$ cat src/rtl/toggle_event_receiver.sv
// toggle_event_receiver
//
// Receiving end of a toggle-encoded event link. The remote side inverts
// toggle_in once per event. This block synchronizes that level, turns every
// level change into a one-cycle strobe, and buffers the events in a
// saturating counter. The consumer drains the counter one event per
// valid/ready transfer.
//
// Parameters:
//   SYNC_STAGES    synchronizer depth on toggle_in (2 or more)
//   COUNTER_WIDTH  pending-event counter width; holds up to 2^W-1 events
//
// Ports:
//   clock          single clock for all logic
//   reset          asynchronous, active-high reset
//   toggle_in      toggle-encoded event level (may be asynchronous)
//   clear          synchronous clear of pending events and overflow
//   event_pulse    one-cycle strobe per detected toggle_in transition
//   event_valid    at least one event is pending
//   event_ready    consumer takes one event when high together with event_valid
//   pending_count  number of pending events
//   overflow       sticky; an event was dropped because the counter was full

module toggle_event_receiver #(
    parameter int SYNC_STAGES   = 2,
    parameter int COUNTER_WIDTH = 4
) (
    input  logic                     clock,
    input  logic                     reset,
    input  logic                     toggle_in,
    input  logic                     clear,
    output logic                     event_pulse,
    output logic                     event_valid,
    input  logic                     event_ready,
    output logic [COUNTER_WIDTH-1:0] pending_count,
    output logic                     overflow
);

    localparam logic [COUNTER_WIDTH-1:0] COUNT_MAX = '1;
    localparam logic [COUNTER_WIDTH-1:0] COUNT_ONE = COUNTER_WIDTH'(1);

    logic [SYNC_STAGES-1:0]   sync_q;
    logic                     level_q;
    logic [COUNTER_WIDTH-1:0] count_q;
    logic                     overflow_q;

    logic inc;
    logic dec;

    // Synchronizer chain plus the level register holding the previous value
    // of the last stage. Clearing the chain to 0 matches a transmitter that
    // also resets to 0, so no spurious event appears at reset release.
    // NOTE: every register here is written with <= so all flops sample the
    // values from before the edge; blocking assignments would collapse the
    // synchronizer chain into a single stage.
    always_ff @(posedge clock or posedge reset) begin
        if (reset) begin
            sync_q  <= '0;
            level_q <= 1'b0;
        end else begin
            sync_q  <= {sync_q[SYNC_STAGES-2:0], toggle_in};
            level_q <= sync_q[SYNC_STAGES-1];
        end
    end

    // Any difference between the last stage and its delayed copy is one
    // transition of the remote toggle flop, i.e. one event.
    assign event_pulse = sync_q[SYNC_STAGES-1] ^ level_q;

    assign inc = event_pulse;
    assign dec = event_valid & event_ready;

    // Pending-event counter. clear wins over everything; a simultaneous
    // arrival and transfer cancel out, so nothing is dropped even when full.
    always_ff @(posedge clock or posedge reset) begin
        if (reset) begin
            count_q    <= '0;
            overflow_q <= 1'b0;
        end else if (clear) begin
            count_q    <= '0;
            overflow_q <= 1'b0;
        end else if (inc && !dec) begin
            if (count_q != COUNT_MAX) begin
                count_q <= count_q + COUNT_ONE;
            end else begin
                overflow_q <= 1'b1;
            end
        end else if (dec && !inc) begin
            // dec implies event_valid, so count_q is non-zero here.
            count_q <= count_q - COUNT_ONE;
        end
    end

    assign pending_count = count_q;
    assign event_valid   = (count_q != '0);
    assign overflow      = overflow_q;

endmodule

$ cat config.mk
export PLATFORM = sky130hd
export DESIGN_NAME = toggle_event_receiver
export DESIGN_NICKNAME = d
export VERILOG_FILES = /design/src/rtl/toggle_event_receiver.sv
export SDC_FILE = /design/constraint.sdc
export NUM_CORES = 1
export LEC_CHECK = 0
export CAP_MARGIN = 40
export CORE_UTILIZATION = 30
export DETAILED_ROUTE_END_ITERATION = 12
export SLEW_MARGIN = 10
export SYNTH_ARGS = -nofsm -noshare
export SYNTH_HDL_FRONTEND = slang
export SYNTH_SLANG_ARGS = --single-unit
$ cat constraint.sdc
create_clock -name clock -period 5.6 [get_ports clock]
set_input_delay 1.12 -clock clock [delete_from_list [all_inputs] [get_ports clock]]
set_output_delay 1.12 -clock clock [all_outputs]
set_load 0.005 [all_outputs]
==> key figures, run 1 <==
Worst setup path
  – Crit Path Class: reg2out
  – CP peak stage delay: ~0.56 ns
  – Largest delay share family, worst path: simple AND/OR/NAND/NOR gates
  – Critical path fanouts, max: 9
  – Worst path cell trace: or4_1 -> clkdlybuf4s50_1
  – Buf/Inv on CP: 1
  – Crit-path slowest cell: or4_1
  – Worst path arrival time: 1.77 ns
  – Critical Path End Type: output port
  – CP startpoint kind: flop
  – Worst Path Required: 4.48 ns

Timing
  – Period utilization: around 52%
  – Setup violations, final: 0
  – Setup TNS: 0 ns
  – Max Freq: approximately 0.35 GHz
  – Worst slew pin tran: about 0.43 ns
  – Final Hold Viols: 0
  – Slew margin rel.: a little under three quarters
  – Fin crit period: a little under 3 ns
  – Max-slew violation count: 0
  – Worst Skew: 0.00113 ns
  – Slack of the critical path: 2.71 ns
  – Unrepaired setup endpoints after global routing: no

Detailed routing
  – Number of vias per cell: approximately 5.4
  – Remaining DRCs: 0
  – DRT iter0 DRCs: 5
  – 1st-pass router iterations: 2
  – Via count: 414
  – Wirelength, routed: 1000 µm
  – Routed wire per std cell: around 13 µm
  – Post-route ant nets: 0

Placed design
  – Placed Area: between 600 and 700 µm²
  – HPWL Detailed: approximately 730 µm
  – Placed Cells incl. Taps: between 70 and 80
  – Setup Slack @ Placement: about 2.6 ns
  – Port Buf Inserts: 11
  – RePlAce Congestion: between 0.7 and 0.8

CTS
  – Clk slew on worst S/H paths: 0.05 ns
  – Skew-Pair Late Insertion Delay: between 0.2 and 0.3 ns
  – Clk root buf: clkbuf_4
  – H-tree Lvls: 1
  – Cts hold-fix bufs: 0
  – Post-CTS Setup Repair Bufs: 0
  – CTS buffer count: 3
  – Clk buf depth: 2
  – Clock sinks: 8
  – CTS tree: built
  – Post-cts sizing count: 0

Floorplanning
  – # IOs: 12
  – Row count: 14
  – Initial Util: roughly 33%
  – Core area: roughly 1500 µm²
  – Die Wd: ~43 µm
  – Die Ht: roughly 43 µm
  – Die Area: 1830 µm²

Synthesis
  – Cell taking the most area after synthesis: dfrtp_1
  – Xor/xnor share of the synthesized area: roughly 3.5%
  – Synth top area share: 40.2%
  – Largest family of logic cells by synthesized area: compound AO/OA/AOI/OAI gates
  – Post-synthesis mux area share: 2.01%
  – Synth cell types: 25
  – #FFs+latches synth: 8
  – Synth Area in Simple Gates: a little under a fifth
  – Mapped cell area: between 400 and 500 µm²
  – Synth Warn #: 0
  – Synth Area in Compound Gates: 22.4%
  – Sequential share of the synthesized area: around 40%
  – Mean Syn Cell Area: 10.8 µm²
  – Synth Area in Adders: under 10%
  – Syn Nets: 54
  – Cells after Synth: 46
  – Synth area leaders: dfrtp_1 (40%), o41ai_4 (5.5%), ha_1 (5.0%)

Layout
  – Non-Filler Instances: between 70 and 80
  – Finished Cell Area: approximately 650 µm²
  – Footprint of the multi-input gates: approximately 280 µm²
  – Ant. Diodes: 0
  – Final Util: between 40 and 50%
  – FILL cells: around 150
  – Area delta synth->final: 30.7%
  – Share of layout cells above drive strength 1: around an eighth
  – Final Net Count: 70
  – Reg area: about 200 µm²

Global routing
  – Gr usage total: between 10% and 20%
  – Initial antenna violation count: 0
  – Overflow after GRT: 0
  – Largest net degree at the start of global routing: 10
  – Vias in the first global route: roughly 400
  – First-pass GRT wire length: between 1500 and 2000 µm

Hold path
  – Hold Path Class: reg2reg

Run
  – Max Cap Viol: 0

Power
  – Worst VDD drop: approximately 0.23 mV
  – Static Leakage: between 0.0002 and 0.0003 µW
  – Power per cell area: about 430 nW/µm²

Status
  – Status: completed
## layer usage
metal / vias to the layer above / routed length, µm / global-route usage (%)
met5: - / 0 / 0
met4: 0 / 0 / 3.75
met3: 0 / 36 / 6.38
met2: 12 / 429 / 17.6
met1: 197 / 535 / 19.8
li1: 205 / - / -
## flip-flops by register name, indices dropped and copies added (netlist names)
register / count
level_q: 1
overflow: 1
sync_q: 2
pending_count: 4
## where the power goes
part           switching, µW  internal, µW  total (µW)
clock                   18.6          24.5        43.0
combinational           60.8          77.5         138
sequential              28.4          68.9        97.3
## cell usage after synthesis, drive strengths merged
cell type and instances:
ha 2, fa 1, o41ai 2, a211oi 1, and4 1, nand2 1
o41a 1, xnor2 1, inv 6, a2111oi 1, nor2 3, or4 2
a21oi 2, dfrtp 8, nand2b 1, o21a 2, mux2i 1, xor2 1
nor4 1, nor3 5, o21ai 1, a21o 1, o311ai 1
## layout make-up
type | count | area share (%)
multi-input cells | 32 | 42.3
inverters | 6 | 3.46
well taps | 16 | 3.08
flip-flops and latches | 8 | 30.8
clock buffers | 3 | 3.46
repair buffers | 11 | 16.9
## cell usage in the layout (no fill, tap or decap), types with 2 or more instances in the layout
cell and count:
nor2_1 3, inv_1 6, ha_1 2, a21oi_1 2, nor3_1 4, o21a_1 2
or4_1 2, clkbuf_4 3, clkdlybuf4s50_1 11, dfrtp_1 8
## worst paths after layout
check | from | to | slack, ns | cells after the start
setup reg to reg | pending_count[0] | pending_count[3] | 3.27 | 7
setup / recovery | pending_count[0] | event_valid | 2.71 | 2
hold / removal | sync_q[0] | sync_q[1] | 0.35 | 0
hold reg to reg | sync_q[0] | sync_q[1] | 0.35 | 0
min in group asynchronous | reset | sync_q[0] | 1.10 | 2
max in group asynchronous | reset | level_q | 4.27 | 2
## stage by stage
step,total power (µW),hold slack (ns)
global route,304,0.364
global placement,235,0.334
floorplan,182,0.331
finish,279,0.350
CTS,281,0.354
detailed placement,236,0.343
## worst register-to-register path: cells and delay by family, from the launching register on
family	cells	cell delay [ns]
AO/OA/AOI/OAI	4	1.17
flip-flops	1	0.51
adder cells (fa/ha/maj)	1	0.29
AND/OR/NAND/NOR	1	0.13
multiplexers	1	0.13
## cell families (layout without fill, tap and decap cells)
| logic type | after synthesis | after routing |
|---|---|---|
| flip-flops | 8 | 8 |
| AO/OA/AOI/OAI | 12 | 12 |
| AND/OR/NAND/NOR | 14 | 14 |
| buffers and inverters | 6 | 20 |
| XOR/XNOR | 2 | 2 |
| adder cells (fa/ha/maj) | 3 | 3 |
| multiplexers | 1 | 1 |
No activity file was read; power rests on OpenSTA's default activity.
==> run 2: changes to the inputs <==
==> constraint.sdc (replaced) <==
create_clock -name clock -period 2.66 [get_ports clock]
set_input_delay 0.532 -clock clock [delete_from_list [all_inputs] [get_ports clock]]
set_output_delay 0.532 -clock clock [all_outputs]
set_load 0.005 [all_outputs]
==> run 2 against run 1 <==
Compared with the run above: critical path depth rose by 1; non-clock buffer count grew 2; setup slack worse by 2.4 ns; register-to-register slack got worse by 2.9 ns; design area grew 2.3%; power increased by 110%; utilization is 0.99 points higher; sequential share of layout area decreased by 0.69 points; hold slack worse by 0.011 ns; clock power grew 110%; critical path type unchanged; highest routed layer unchanged.
==> key figures, run 2 (synthesis gave the netlist of run 1 again) <==
Power
  – Clock power frac: 15.1% (was 15.4%)
  – Power per cell area: 887 nW/µm² (was 428 nW/µm²)
  – Worst VDD drop: 0.496 mV (was 0.226 mV)
  – Sw Ratio: 38.0% (was 38.7%)
  – Int Power: 366 µW (was 171 µW)
  – Switch Pwr: 224 µW (was 108 µW)
  – Seq pwr share: 33.2% (was 34.9%)
  – Static Leakage: 0.000278 µW (was 0.000269 µW)
  – Comb power frac: 51.7% (was 49.6%)

CTS
  – Clk slew on worst S/H paths: 0.05 ns (about the same)
  – Clock sinks: 8 (unchanged)
  – Clk buf depth: 2 (unchanged)
  – Cts hold-fix bufs: 0 (unchanged)
  – Post-cts sizing count: 0 (unchanged)
  – Clk root buf: clkbuf_4 (unchanged)
  – CTS buffer count: 3 (unchanged)
  – Skew-Pair Late Insertion Delay: 0.25 ns (about the same)
  – H-tree Lvls: 1 (unchanged)
  – Post-CTS Setup Repair Bufs: 0 (unchanged)
  – CTS tree: built (unchanged)

Detailed routing
  – DRT iter0 DRCs: 3 (was 5)
  – Remaining DRCs: 0 (unchanged)
  – Wirelength, routed: 980 µm (was 1000 µm)
  – 1st-pass router iterations: 3 (was 2)
  – Routed wire per std cell: 12.6 µm (was 13.2 µm)
  – Post-route ant nets: 0 (unchanged)
  – Via count: 400 (was 414)
  – Number of vias per cell: 5.13 (was 5.45)

Floorplanning
  – Core area: 1520 µm² (unchanged)
  – Row count: 14 (unchanged)
  – # IOs: 12 (unchanged)
  – Initial Util: 32.7% (unchanged)
  – Die Ht: 42.7 µm (unchanged)
  – Die Area: 1830 µm² (unchanged)
  – Die Wd: 42.7 µm (unchanged)

Hold path
  – Hold Path Depth: 0 (unchanged)
  – Worst Hold Launch: sync_q[0] (unchanged)
  – Hold Path Class: reg2reg (unchanged)
  – Hold EP: sync_q[1] (unchanged)

Worst setup path
  – Critical Path End Type: output port (unchanged)
  – CP peak stage delay: 0.50 ns (was 0.56 ns)
  – Worst reg2reg setup slack: 0.38 ns (was 3.27 ns)
  – Crit Path Class: reg2out (unchanged)
  – Worst path cell trace: buf_4 -> or4_1 -> clkdlybuf4s50_1 (was or4_1 -> clkdlybuf4s50_1)
  – R2R Path End: pending_count[3] (unchanged)
  – Crit-path slowest cell: or4_1 (unchanged)
  – CP startpoint kind: flop (unchanged)
  – Critical path fanouts, max: 8 (was 9)
  – FF-to-FF path depth: 7 (unchanged)
  – Worst Path Required: 2.13 ns (was 4.48 ns)
  – Crit. Startpoint: pending_count[0] (unchanged)
  – R2R Path Start: pending_count[1] (was pending_count[0])
  – Worst path arrival time: 1.81 ns (was 1.77 ns)

Global routing
  – Largest net degree at the start of global routing: 10 (unchanged)
  – First-pass GRT wire length: 1840 µm (was 1860 µm)
  – Vias in the first global route: 418 (was 399)
  – Gr usage total: 13.3% (was 13.6%)
  – Overflow after GRT: 0 (unchanged)
  – Initial antenna violation count: 0 (unchanged)

Run
  – Max Cap Viol: 0 (unchanged)

Timing
  – Final Hold Viols: 0 (unchanged)
  – Worst slew pin tran: 0.462 ns (was 0.429 ns)
  – Period utilization: just under 90%
  – Setup TNS: 0 ns (unchanged)
  – Fin crit period: between 2 and 2.5 ns
  – Slew margin rel.: 69.1% (was 71.2%)
  – Max Freq: between 0.4 and 0.5 GHz
  – Setup violations, final: 0 (unchanged)
  – Unrepaired setup endpoints after global routing: no (unchanged)
  – Max-slew violation count: 0 (unchanged)
  – Worst Skew: 0.00392 ns (was 0.00113 ns)
  – Slack of the critical path: 0.321 ns (was 2.71 ns)

Placed design
  – HPWL Detailed: 772 µm (was 725 µm)
  – Port Buf Inserts: 11 (unchanged)
  – RePlAce Congestion: 0.697 (was 0.733)
  – Setup Slack @ Placement: 0.173 ns (was 2.56 ns)

Layout
  – Most frequent cells in the layout: clkdlybuf4s50_1 (11), dfrtp_1 (8), inv_1 (6) (unchanged)
  – Area delta synth->final: 33.7% (was 30.7%)
  – Footprint of the multi-input gates: 275 µm² (unchanged)
  – Max reg flops: 4 (unchanged)
  – FILL cells: 153 (was 147)
  – Reg area: 200 µm² (unchanged)
  – Ant. Diodes: 0 (unchanged)
  – Commonest non-fill, non-tap cell in the layout: clkdlybuf4s50_1 (unchanged)
  – Share of layout cells above drive strength 1: 16.1% (was 13.3%)
  – Final Net Count: 72 (was 70)

Status
  – Status: completed (unchanged)
run 2: changes by cell type in the layout (fill, tap and decap cells not counted), sizes merged:
cell  change
buf       +2
run 2: worst max-delay path by stage:
stage | slack (ns) | to
detailed placement | 0.17 | pending_count[3]
CTS | 0.30 | event_valid
finish | 0.32 | event_valid
floorplan | 0.53 | pending_count[3]
global placement | 0.21 | pending_count[3]
global route | 0.13 | pending_count[3]
run 2: through the flow:
| stage | util, % | power, µW | instances | area (µm²) | hold slack (ns) |
|---|---|---|---|---|---|
| 5_1_grt | 43.7 | 653 | 78 | 666 | 0.371 |
| 6_report | 43.7 | 590 | 78 | 666 | 0.339 |
| 3_3_place_gp | 42.2 | 499 | 75 | 643 | 0.333 |
| 4_1_cts | 43.7 | 598 | 78 | 666 | 0.344 |
| 2_1_floorplan | - | 383 | 46 | 498 | 0.331 |
| 3_5_place_dp | 42.2 | 506 | 75 | 643 | 0.335 |
run 2: power groups by stage:
stage / registers [µW] / clock network (µW) / logic (µW)
finish: 196 / 89.1 / 305
global placement: 198 / 0 / 301
CTS: 196 / 92.7 / 309
global route: 203 / 103 / 347
floorplan: 194 / 0 / 189
detailed placement: 198 / 0 / 308
run 2: layout make-up:
| class | instances | share of cell area (%) |
|---|---|---|
| Inverter | 6 | 3.38 |
| Multi-Input combinational cell | 32 | 41.4 |
| Sequential cell | 8 | 30.1 |
| Clock buffer | 3 | 3.38 |
| Timing Repair Buffer | 13 | 18.8 |
| Tap cell | 16 | 3.01 |
run 2: metal layers:
layer  GRT usage [%]  vias up  share of wire, %  wire length (µm)
met5               0        -                 0                 0
met4            3.75        0                 0                 0
met3            5.11        0               3.4                33
met2            19.7       10                44               432
met1            17.9      184                52               514
li1                -      206                 -                 -
run 2: critical path: cells and delay by family (launching register included):
| family | cells | cell delay, ns |
|---|---|---|
| buffers and inverters | 2 | 0.63 |
| flip-flops | 1 | 0.42 |
| AND/OR/NAND/NOR | 1 | 0.50 |
